$ cat src/rtl/nibble_compare_seq.sv
// rtl/nibble_compare_seq.sv - multi-cycle XLEN-bit magnitude comparator, one nibble per cycle
//
// Purpose: Compares A and B (signed or unsigned) one 4-bit nibble at a time,
//          MSB nibble first, using a single nibble comparator slice.
//          Configuration macro: EARLY_EXIT_EN
//            defined   - RUN stops at the first unequal nibble
//            undefined - RUN always walks all nibbles (constant time)
// Ports:
//   clk_i         in   1     clock, rising edge
//   rst_ni        in   1     asynchronous reset, active-low
//   req_valid_i   in   1     request valid
//   req_ready_o   out  1     request ready (IDLE only)
//   a_i, b_i      in   XLEN  operands
//   signed_i      in   1     1: two's-complement compare, 0: unsigned
//   resp_valid_o  out  1     result valid (DONE)
//   resp_ready_i  in   1     result consumed
//   lt_o/gt_o/eq_o out 1     one-hot result while resp_valid_o=1

module nibble_cmp_slice (
    input  logic [3:0] a,
    input  logic [3:0] b,
    output logic       lt,
    output logic       gt,
    output logic       eq
);
    assign lt = (a < b);
    assign gt = (a > b);
    assign eq = (a == b);
endmodule

module nibble_compare_seq #(
    parameter int XLEN = 32
) (
    input  logic            clk_i,
    input  logic            rst_ni,
    input  logic            req_valid_i,
    output logic            req_ready_o,
    input  logic [XLEN-1:0] a_i,
    input  logic [XLEN-1:0] b_i,
    input  logic            signed_i,
    output logic            resp_valid_o,
    input  logic            resp_ready_i,
    output logic            lt_o,
    output logic            gt_o,
    output logic            eq_o
);
    localparam int NIBBLES = XLEN / 4;
    localparam int IDXW    = $clog2(NIBBLES);

    typedef enum logic [1:0] {
        S_IDLE = 2'd0,
        S_RUN  = 2'd1,
        S_DONE = 2'd2
    } state_t;

    state_t            state;
    logic [XLEN-1:0]   a_q;
    logic [XLEN-1:0]   b_q;
    logic              signed_q;
    logic [IDXW-1:0]   idx;
    logic              sticky_hit;
    logic              sticky_lt;
    logic              sticky_gt;

    logic [3:0]        nib_a_raw;
    logic [3:0]        nib_b_raw;
    logic [3:0]        nib_a;
    logic [3:0]        nib_b;
    logic              is_top;
    logic              bias;
    logic              s_lt;
    logic              s_gt;
    logic              s_eq;
    logic              res_lt;
    logic              res_gt;
    logic              run_done;

    assign nib_a_raw = a_q[{idx, 2'b00} +: 4];
    assign nib_b_raw = b_q[{idx, 2'b00} +: 4];
    assign is_top    = (idx == IDXW'(NIBBLES - 1));

    // Flipping the sign bit of the top nibble maps two's-complement order
    // onto unsigned order, so the same slice serves both compare modes.
    assign bias  = signed_q & is_top;
    assign nib_a = {nib_a_raw[3] ^ bias, nib_a_raw[2:0]};
    assign nib_b = {nib_b_raw[3] ^ bias, nib_b_raw[2:0]};

    nibble_cmp_slice compare_ins (
        .a  (nib_a),
        .b  (nib_b),
        .lt (s_lt),
        .gt (s_gt),
        .eq (s_eq)
    );

    // The first unequal nibble decides; later nibbles only matter while
    // everything above them has compared equal.
    assign res_lt = sticky_hit ? sticky_lt : s_lt;
    assign res_gt = sticky_hit ? sticky_gt : s_gt;

`ifdef EARLY_EXIT_EN
    assign run_done = !s_eq || (idx == '0);
`else
    assign run_done = (idx == '0);
`endif

    always_ff @(posedge clk_i or negedge rst_ni) begin
        if (!rst_ni) begin
            state        <= S_IDLE;
            a_q          <= '0;
            b_q          <= '0;
            signed_q     <= 1'b0;
            idx          <= '0;
            sticky_hit   <= 1'b0;
            sticky_lt    <= 1'b0;
            sticky_gt    <= 1'b0;
            req_ready_o  <= 1'b1;
            resp_valid_o <= 1'b0;
            lt_o         <= 1'b0;
            gt_o         <= 1'b0;
            eq_o         <= 1'b0;
        end else begin
            case (state)
                S_IDLE: begin
                    if (req_valid_i && req_ready_o) begin
                        a_q         <= a_i;
                        b_q         <= b_i;
                        signed_q    <= signed_i;
                        idx         <= IDXW'(NIBBLES - 1);
                        sticky_hit  <= 1'b0;
                        sticky_lt   <= 1'b0;
                        sticky_gt   <= 1'b0;
                        req_ready_o <= 1'b0;
                        state       <= S_RUN;
                    end
                end
                S_RUN: begin
                    if (!sticky_hit && !s_eq) begin
                        sticky_hit <= 1'b1;
                        sticky_lt  <= s_lt;
                        sticky_gt  <= s_gt;
                    end
                    if (run_done) begin
                        resp_valid_o <= 1'b1;
                        lt_o         <= res_lt;
                        gt_o         <= res_gt;
                        eq_o         <= !res_lt && !res_gt;
                        state        <= S_DONE;
                    end else begin
                        idx <= idx - IDXW'(1);
                    end
                end
                S_DONE: begin
                    if (resp_ready_i) begin
                        resp_valid_o <= 1'b0;
                        lt_o         <= 1'b0;
                        gt_o         <= 1'b0;
                        eq_o         <= 1'b0;
                        req_ready_o  <= 1'b1;
                        state        <= S_IDLE;
                    end
                end
                default: begin
                    state        <= S_IDLE;
                    req_ready_o  <= 1'b1;
                    resp_valid_o <= 1'b0;
                    lt_o         <= 1'b0;
                    gt_o         <= 1'b0;
                    eq_o         <= 1'b0;
                end
            endcase
        end
    end
endmodule
$ cat config.mk
export PLATFORM = sky130hd
export DESIGN_NAME = nibble_compare_seq
export DESIGN_NICKNAME = d
export VERILOG_FILES = /design/src/rtl/nibble_compare_seq.sv
export SDC_FILE = /design/constraint.sdc
export NUM_CORES = 1
export LEC_CHECK = 0
export CELL_PAD_IN_SITES_DETAIL_PLACEMENT = 1
export CELL_PAD_IN_SITES_GLOBAL_PLACEMENT = 2
export CORE_ASPECT_RATIO = 0.8
export CORE_MARGIN = 5
export CORE_UTILIZATION = 32
export CTS_CLUSTER_SIZE = 25
export DETAILED_ROUTE_END_ITERATION = 8
export GPL_ROUTABILITY_DRIVEN = 0
export PLACE_DENSITY = 0.87
export SLEW_MARGIN = 10
export SYNTH_ARGS = -nofsm -noshare
export SYNTH_HDL_FRONTEND = slang
export SYNTH_HIERARCHICAL = 1
export SYNTH_SLANG_ARGS = --single-unit
$ cat constraint.sdc
create_clock -name clk_i -period 3.52 [get_ports clk_i]
set_input_delay 0.704 -clock clk_i [delete_from_list [all_inputs] [get_ports clk_i]]
set_output_delay 0.704 -clock clk_i [all_outputs]
set_load 0.005 [all_outputs]
==> results.txt <==
----------------------------------------------------
[Final layout]
  Proportion of layout cells with a drive suffix above 1 ... 7.456%
  Fillcell total ... 1308
  Non-filler cells in the finished layout ... 604
  Ant. Diodes ... 0
  Area occupied by registers ... 1953 µm²
  Number of nets in the finished design ... 527
  Area of the multi-input gates ... 1704 µm²
  Area growth from synthesis to layout ... 31.86%

[Clocking]
  Count of buffers added by post-CTS timing repair for setup ... 0
  CTS sink cnt ... 78
  Hold-fix buffer count after cts ... 0
  Clock root buffer ... clkbuf_16
  Num CTS Buffers ... 9
  Clock-pin transition on the worst setup and hold timing paths ... 60 ps
  Later-pin clock latency in the skew report ... 340 ps
  Post-CTS resize count ... 0
  CTS tree ... built
  Max Root-Sink Buffers ... 2
  Number of H-tree levels ... 3

[Global route]
  Number of antenna violations at the first check in global routing ... 0
  Largest net degree at the start of global routing ... 79
  Total congestion overflow after global routing ... 0
  Vias in the first global route ... 3154
  Wire length of the first global-routing pass ... 16.17 mm
  GR Util All Layers ... 14.23%

[Routing]
  Number of DRC violations after detailed-routing iteration 0 ... 193
  Detailed Route WL ... 9.484 mm
  Via count of the routed design ... 2863
  Routed length per instance ... ~16 µm
  First-pass detailed-route iteration total ... 4
  Post-detailed-route count of antenna-violating nets ... 0
  DRC ... 0
  Detailed-route vias per instance ... about 4.7

[Floorplanning]
  I/O pin count ... between 70 and 80
  Standard-cell rows ... 35
  Effective utilization at floorplan ... 32.76%
  Die extent in y ... 107.1 µm
  Area of the core ... 11520 µm²
  Total die area ... 14080 µm²
  Chip width ... about 130 µm

[Min path]
  Worst hold path cell count ... 2
  Class of the tightest hold or removal check ... flip-flop to flip-flop

[Critical path]
  Critical path arrival ... 3210 ps
  Critical path required time ... 3740 ps
  Crit path cell chain ... buf_4, mux4_1, xor2_1, a21oi_1, inv_1, ha_1, nand2_1, nor2_1, or3b_2, a21o_1, a22o_1
  CP Launch Type ... flip-flop
  Count of cells along the worst register-to-register path ... 11
  CP Capture Type ... flip-flop
  CP Depth ... 11
  Stage delay of the slowest cell on the critical path ... 600 ps
  Critical-path maximum fanout ... 18
  Slowest stage cell on the critical path ... mux4_1
  Family with the most delay on the worst path ... simple AND/OR/NAND/NOR gates
  Type of the worst setup path ... flip-flop to flip-flop
  Number of buffers and inverters on the critical path ... 2

[STA]
  Min Clock Period, post-route ... 2990 ps
  Upper clock frequency limit ... 334.5 MHz
  Pins Over Slew Limit ... 0
  Setup Total Neg Slack ... 0 ps
  Clock Skew ... 5.812 ps
  Hold violation count in the final report ... 0
  Worst-margin pin slew ... just under 1000 ps
  Final worst path period share ... 84.94%
  Total setup violations reported at the end of the flow ... 0
  Relative slew slack ... 33.97%
  RSZ-0062 raised after global routing ... no

[Synth]
  Total of flip-flops plus latches after synthesis ... 78
  Portion of the post-synthesis area used by sequential elements ... 51.76%
  Count of warnings emitted by yosys ... 6
  Share of the synthesized area in the top cell type ... 51.06%
  Gate Count Post-Synth ... 385
  Post-synth design cell area ... about 3800 µm²
  Unique masters post-synth ... 35
  Top cell type by total area after synthesis ... dfrtp_1
  Most frequent cells after synthesis ... nand2_1 (201), dfrtp_1 (77), mux4_1 (16), buf_2 (12)
  Area contributors post-synth ... dfrtp_1 (51%), nand2_1 (20%), mux4_1 (11%)
  Syn_area_per_cell ... 9.802 µm²
  Ys flop type ... dfrtp_1
  Library cell with the highest instance count after synthesis ... nand2_1
  Number of nets produced by synthesis ... 461
  Number of enable flip-flop cells after synthesis ... 0
  Proportion of synthesized flip-flops having asynchronous set or reset ... 100.0%

[Place]
  DPL Wire Length ... 6.784 mm
  Placed cell count ... 588
  PortBufs ... between 70 and 80

[Run]
  Reported max-cap violation count ... 0

[Run status]
  Outcome ... finished clean

[Power]
  Leak Pwr ... 2.436 nW
  Pwr/cell area ... 862.6 nW/µm²
  Worst IR drop on VDD ... around 0.32 mV

----------------------------------------------------
[per-layer routing]
layer  share of wire, %  track usage (%)
met1                 48            19.44
met3                5.0            4.597
met5                  0                0
met2                 46            22.03
met4               0.82            3.524
[flip-flops by register name, indices dropped and copies added, names as in the netlist]
| register | cells |
|---|---|
| gt_o | 1 |
| sticky_gt | 1 |
| state | 2 |
| req_ready_o | 1 |
| b_q | 32 |
| a_q | 32 |
| sticky_hit | 1 |
| resp_valid_o | 1 |
| eq_o | 1 |
| sticky_lt | 1 |
| lt_o | 1 |
| idx | 3 |
| signed_q | 1 |
[final cells by class]
| type | count | share of cell area (%) |
|---|---|---|
| clock buffer | 11 | 4.878 |
| clock inverter | 5 | 2.137 |
| inverter | 7 | 0.5280 |
| multi-input combinational | 278 | 34.25 |
| sequential | 78 | 39.25 |
| tap | 148 | 3.721 |
| timing repair buffer | 77 | 15.24 |
[path summary, 6_finish.rpt]
kind | from | slack [ps] | endpoint
max | idx[0] | 530 | sticky_lt
min | b_q[1] | 480 | b_q[1]
max reg2reg | idx[0] | 530 | sticky_lt
min reg2reg | b_q[1] | 480 | b_q[1]
max in group asynchronous | rst_ni | 2340 | a_q[13]
min in group asynchronous | rst_ni | 520 | b_q[5]
[cells in the final DEF (no fill, tap or decap)]
cell type,Yosys,routed
nand2_1,201,201
dfrtp_1,77,77
clkdlybuf4s50_1,0,72
mux4_1,16,16
clkbuf_16,0,9
mux2_2,7,7
inv_1,7,7
ha_1,7,7
nor2_1,6,6
a21oi_1,6,6
buf_4,0,5
nand2b_1,3,3
o21ai_0,3,3
a22o_1,3,3
o2bb2ai_1,3,3
nor3_1,3,3
bufinv_16,0,3
xor2_1,2,2
nor2b_1,2,2
mux2i_1,2,2
a21o_1,2,2
nor4bb_4,0,1
nand4bb_4,0,1
o211ai_1,1,1
o21a_1,1,1
or4_1,1,1
nand3_1,1,1
or3b_2,1,1
nand3b_1,1,1
clkbuf_1,7,1
clkinvlp_4,0,1
clkbuf_8,0,1
clkinv_4,0,1
nor2b_4,1,1
o21bai_4,1,1
and2_1,1,1
a21oi_2,1,1
dfstp_2,1,1
[cell families after synthesis]
kind of cell	share of synthesized area [%]
xor gates and xnor gates	0.4643
muxes	13.76
AOI/OAI and AO/OA	4.112
DFF	51.76
adders and majority gates	2.321
and+or+nand+nor	23.67
buffers and inverters	3.913
[stage by stage]
stage / setup WS [ps] / hold WS [ps] / utilization [%] / area [µm²] / total power, mW
2_1_floorplan: 799.1 / 408.4 / - / 3774 / 2.747
3_3_place_gp: 634.5 / 456.7 / 40.17 / 4627 / 3.125
3_5_place_dp: 554.7 / 459.0 / 40.17 / 4627 / 3.223
4_1_cts: 506.2 / 474.6 / 43.20 / 4976 / 4.353
5_1_grt: 310.1 / 493.8 / 43.20 / 4976 / 4.627
6_report: 530.3 / 475.3 / 43.20 / 4976 / 4.292
[power by group]
part	switching, mW	internal, mW
clock	0.370	0.714
combinational	0.741	0.867
sequential	0.317	1.28
[worst register-to-register path, cell delays in order (launching register included)]
cell and delay, ps:
dfrtp_1 320, buf_4 290, mux4_1 610, xor2_1 160, a21oi_1 140, inv_1 50, ha_1 290, nand2_1 100
nor2_1 80, or3b_2 460, a21o_1 190, a22o_1 180
Power figures use the tool's default switching activity.
==> edit 1, RTL diff (same flow settings) <==
The 3 states of `state_t` get a one-hot encoding in 3 bits.
--- a/src/rtl/nibble_compare_seq.sv
+++ b/src/rtl/nibble_compare_seq.sv
@@ -47,10 +47,10 @@
     localparam int NIBBLES = XLEN / 4;
     localparam int IDXW    = $clog2(NIBBLES);
 
-    typedef enum logic [1:0] {
-        S_IDLE = 2'd0,
-        S_RUN  = 2'd1,
-        S_DONE = 2'd2
+    typedef enum logic [2:0] {
+        S_IDLE = 3'b001,
+        S_RUN  = 3'b010,
+        S_DONE = 3'b100
     } state_t;
 
     state_t            state;
Check against the original RTL: same outputs for any inputs over 10 cycles, from zero or initial values and one cycle with rst_ni low; not proved beyond that.
==> edit 1 against the unedited design <==
Design area is essentially flat; highest routed layer unchanged; power grew 4.4%; global-route usage shrank 0.99 points; first-iteration DRC count shrank 63%; utilization shrank 0.48 points; fmax grew 14%; critical endpoint is now eq_o$_DFFE_PN0P_; area after synthesis grew 1.8%; sequential share of layout area grew 0.52 points; wire length shrank 7.1%; sequential cell count grew 1; critical path type unchanged; setup slack gained 0.36 ns.
==> edit 1: results (changes against the unedited design) <==
Yosys
  – Synth cell types: 40 (+14%)
  – Top cells by area, synth: dfrtp_1 50%, mux2_2 16%, mux4_2 9.4%
  – Syn_nets: 345 (-25%)
  – Post-synthesis sequential area ratio: 51.55% (-0.21 points)

Global routing
  – Largest net degree at the start of global routing: 80 (+1.3%)
  – GR Util All Layers: 13.25% (-0.99 points)
  – Vias in the first global route: 2778 (-12%)
  – First-pass GRT wire length: 14680 µm (-9.3%)

Worst setup path
  – Worst EP arrival: 2.84 ns (-0.37 ns)
  – Largest fanout on the critical path: 11 (-7)
  – Slowest stage delay, CP: 0.57 ns (-0.03 ns)
  – CP top delay family: flip-flops

Placed design
  – DP Area: 0.004693 mm² (+1.4%)
  – Setup Slack @ Placement: 0.8878 ns (+0.3330 ns)
  – Detail Placement HPWL: 6376 µm (-6.0%)

Finish
  – Largest regs: a_q x32, b_q x32
  – Share of layout cells above drive strength 1: 27.54% (+20 points)
  – Final net count: 416 (-21%)

Status
  – Outcome: completed

Timing
  – Skew final: 0.006565 ns (+0.0007529 ns)
  – Slew HR: 33.37% (-0.60 points)
  – Worst-Margin Slew: 0.9994 ns (+0.008987 ns)

Power and ir drop
  – Leakage: 2.025 nW (-17%)
  – VDD IR-drop max: 0.2899 mV (-10%)

Route
  – DRT iter0 DRCs: 72 (-63%)
  – Vias: 2435 (-15%)
  – Routed WL per cell: 17.87 µm (+14%)

Clock tree
  – Longest Clk Path Bufs: 2 (unchanged)
edit 1: changes by cell type in the layout (fill, tap and decap cells not counted), sizes merged, moves of 3 or more:
| cell | change |
|---|---|
| a22o | -3 |
| inv | +6 |
| nand2 | -194 |
| mux2 | +64 |
| o32ai | +3 |
| o2bb2ai | -3 |
edit 1: cell families after synthesis:
group | share of synthesized area, %
buffers and inverters | 3.943
AND/OR/NAND/NOR | 5.312
flip-flops | 51.55
XOR/XNOR | 0.4563
multiplexers | 31.25
AO/OA/AOI/OAI | 5.213
adder cells (fa/ha/maj) | 2.281
edit 1: area by class of cell:
cell class,instances,area (µm²)
fillers,1206,6671
flip-flops and latches,79,1979
multi-input cells,160,1709
repair buffers,77,770.7
clock buffers,12,236.5
well taps,148,185.2
inverters,13,48.80
clock inverters,4,47.55
edit 1: through the flow:
step                      instances  hold WS (ns)
after floorplan                 269        0.4084
after global placement          477        0.4645
after detailed placement        477        0.4823
after CTS                       493        0.4967
after global routing            493        0.5074
final                           493        0.4903
edit 1: worst reg2reg max path, stage by stage, from the launching register on:
cell	delay, ns
dfrtp_1	0.57
buf_4	0.28
mux4_2	0.33
nor2_1	0.17
a21oi_1	0.06
inv_1	0.08
ha_1	0.23
a21oi_1	0.24
and2_1	0.21
nor3_1	0.06
a21oi_1	0.16
o32ai_1	0.11
edit 1: power by group through the flow:
stage | clock, mW | combinational (mW) | sequential, mW
2_1_floorplan | 0 | 1.64 | 1.49
3_3_place_gp | 0 | 1.89 | 1.63
3_5_place_dp | 0 | 1.97 | 1.65
4_1_cts | 0.933 | 1.98 | 1.64
5_1_grt | 0.970 | 2.15 | 1.69
6_report | 0.908 | 1.94 | 1.64
edit 1: worst paths after layout:
kind | cells past startpoint | startpoint | to | slack [ns]
min in group asynchronous | 1 | rst_ni | a_q[17]$_DFFE_PN0P_ | 0.53
hold reg to reg | 1 | b_q[0]$_DFFE_PN0P_ | b_q[0]$_DFFE_PN0P_ | 0.49
hold / removal | 1 | b_q[0]$_DFFE_PN0P_ | b_q[0]$_DFFE_PN0P_ | 0.49
max in group asynchronous | 1 | rst_ni | b_q[22]$_DFFE_PN0P_ | 2.35
setup / recovery | 11 | idx[1]$_DFFE_PN0P_ | eq_o$_DFFE_PN0P_ | 0.89
setup reg to reg | 11 | idx[1]$_DFFE_PN0P_ | eq_o$_DFFE_PN0P_ | 0.89
edit 1: per-layer routing:
layer | vias up | wire, µm | part of all wire, % | global-route usage (%)
met3 | 14 | 544 | 6.2 | 5.209
li1 | 1122 | - | - | -
met2 | 64 | 4040 | 46 | 20.28
met4 | 0 | 152 | 1.7 | 4.896
met1 | 1235 | 4074 | 46 | 17.10
met5 | - | 0 | 0 | 0
==> edit 2, RTL diff (same flow settings) <==
Without the edit above. The parameter `XLEN` goes from 32 to 64.
--- a/src/rtl/nibble_compare_seq.sv
+++ b/src/rtl/nibble_compare_seq.sv
@@ -29,7 +29,7 @@
 endmodule
 
 module nibble_compare_seq #(
-    parameter int XLEN = 32
+    parameter int XLEN = 64
 ) (
     input  logic            clk_i,
     input  logic            rst_ni,
Interface: changed (resized a_i and b_i); port bits go from 74 to 138. The function was not compared with the original's and may differ.
==> edit 2 against the unedited design <==
Power rose by 81%; setup slack got worse by 0.18 ns; critical path depth up 1; global-route usage is 2.2 points higher; sequential cell count up 65; first-iteration DRC count increased by 62%; highest routed layer unchanged; sequential share of layout area is 0.78 points higher; area after synthesis rose by 78%; design area grew 80%; wire length rose by 100%.
==> edit 2: results (changes against the unedited design) <==
Status
  – Outcome: completed

Yosys
  – Multiplexer share of the synthesized area: 14.46% (+0.70 points)
  – Top cells by area, synth: dfrtp_1 53%, nand2_1 22%, mux4_1 6.7%
  – Compound-Gate Fraction of Synth Area: 2.612% (-1.5 points)
  – Synth cell types: 39 (+11%)
  – Post-synthesis sequential area ratio: 53.38% (+1.6 points)
  – Syn_nets: 826 (+79%)
  – Synth Area in Adders: 1.119% (-1.2 points)
  – Synthesized netlist cell count: 687 (+78%)
  – Xor/xnor cell area share of the yosys netlist: 0.1306% (-0.33 points)
  – Synth top cells by count: 398 x nand2_1, 142 x dfrtp_1, 22 x buf_2, 18 x mux4_2, 17 x mux4_1

Clock tree
  – # H-tree levels: 4 (+1)
  – TritonCTS Buffers: 17 (+8)
  – Post-CTS setup buffer count: 0 (unchanged)
  – Clk_lat worst skew: 0.42 ns (+0.08 ns)
  – Clock root buffer: clkbuf_16

Worst setup path
  – Worst EP arrival: 3.47 ns (+0.26 ns)
  – Slowest stage delay, CP: 0.56 ns (-0.04 ns)
  – Reg2Reg Depth: 12 (+1)
  – Largest fanout on the critical path: 13 (-5)
  – Flop2flop setup slack: 0.36 ns (-0.18 ns)
  – Worst Setup EP: sticky_gt$_DFFE_PN0P_

Finish
  – Final net count: 952 (+81%)
  – Share of layout cells above drive strength 1: 9.080% (+1.6 points)
  – Post-Layout Cell Count: 1095 (+81%)
  – Largest regs: a_q x64, b_q x64, idx x4

Placed design
  – Placed insts: 1063 (+81%)
  – DP Area: 0.008323 mm² (+80%)
  – Detail Placement HPWL: 13880 µm (+100%)
  – Setup Slack @ Placement: 0.4347 ns (-0.1200 ns)
  – Number of port buffers: 137 (+88%)

Global routing
  – Vias in the first global route: 5725 (+82%)
  – First-pass GRT wire length: 30840 µm (+91%)
  – GR Util All Layers: 16.42% (+2.2 points)
  – Largest net degree at the start of global routing: 90 (+14%)

Power and ir drop
  – Leakage: 4.376 nW (+80%)
  – Internal: 5.113 mW (+79%)
  – VDD IR-drop max: 0.3818 mV (+18%)
  – P_comb: 2.88 mW (+79%)
  – Clock group: 1.87 mW (+73%)
  – Clock share of power: 24.2% (-1.0 points)

Timing
  – Hold_ws: 0.3161 ns (-0.1593 ns)
  – Skew final: 0.008110 ns (+0.002298 ns)
  – Worst-Margin Slew: 0.7250 ns (-0.2655 ns)

Hold path
  – Hold WC Path Type: input pin to asynchronous set/reset pin

Route
  – Via/cell ratio: 4.763 (+0.49%)
  – DRT iter0 DRCs: 313 (+62%)
  – Routed WL per cell: 17.45 µm (+11%)
edit 2: cell count changes after synthesis, sizes merged, moves of 4 or more:
cell / before / now
mux4: 16 / 36
dfrtp: 77 / 142
clkbuf: 7 / 11
mux2i: 2 / 7
nand2: 201 / 398
buf: 15 / 30
mux2: 7 / 2
edit 2: per-layer routing:
| layer | up-vias | global-route usage, % | wire (µm) |
|---|---|---|---|
| met3 | 18 | 4.253 | 878 |
| met2 | 104 | 26.12 | 9209 |
| li1 | 2493 | - | - |
| met4 | 0 | 3.433 | 208 |
| met1 | 2601 | 22.84 | 8806 |
| met5 | - | 0 | 0 |
edit 2: layout make-up:
type / count / area, µm²
Clock inverter: 14 / 182.7
Timing Repair Buffer: 148 / 1493
Tap cell: 269 / 336.6
Clock buffer: 18 / 439.2
Multi-Input combinational cell: 497 / 2890
Inverter: 6 / 22.52
Sequential cell: 143 / 3581
Fill cell: 2327 / 11700
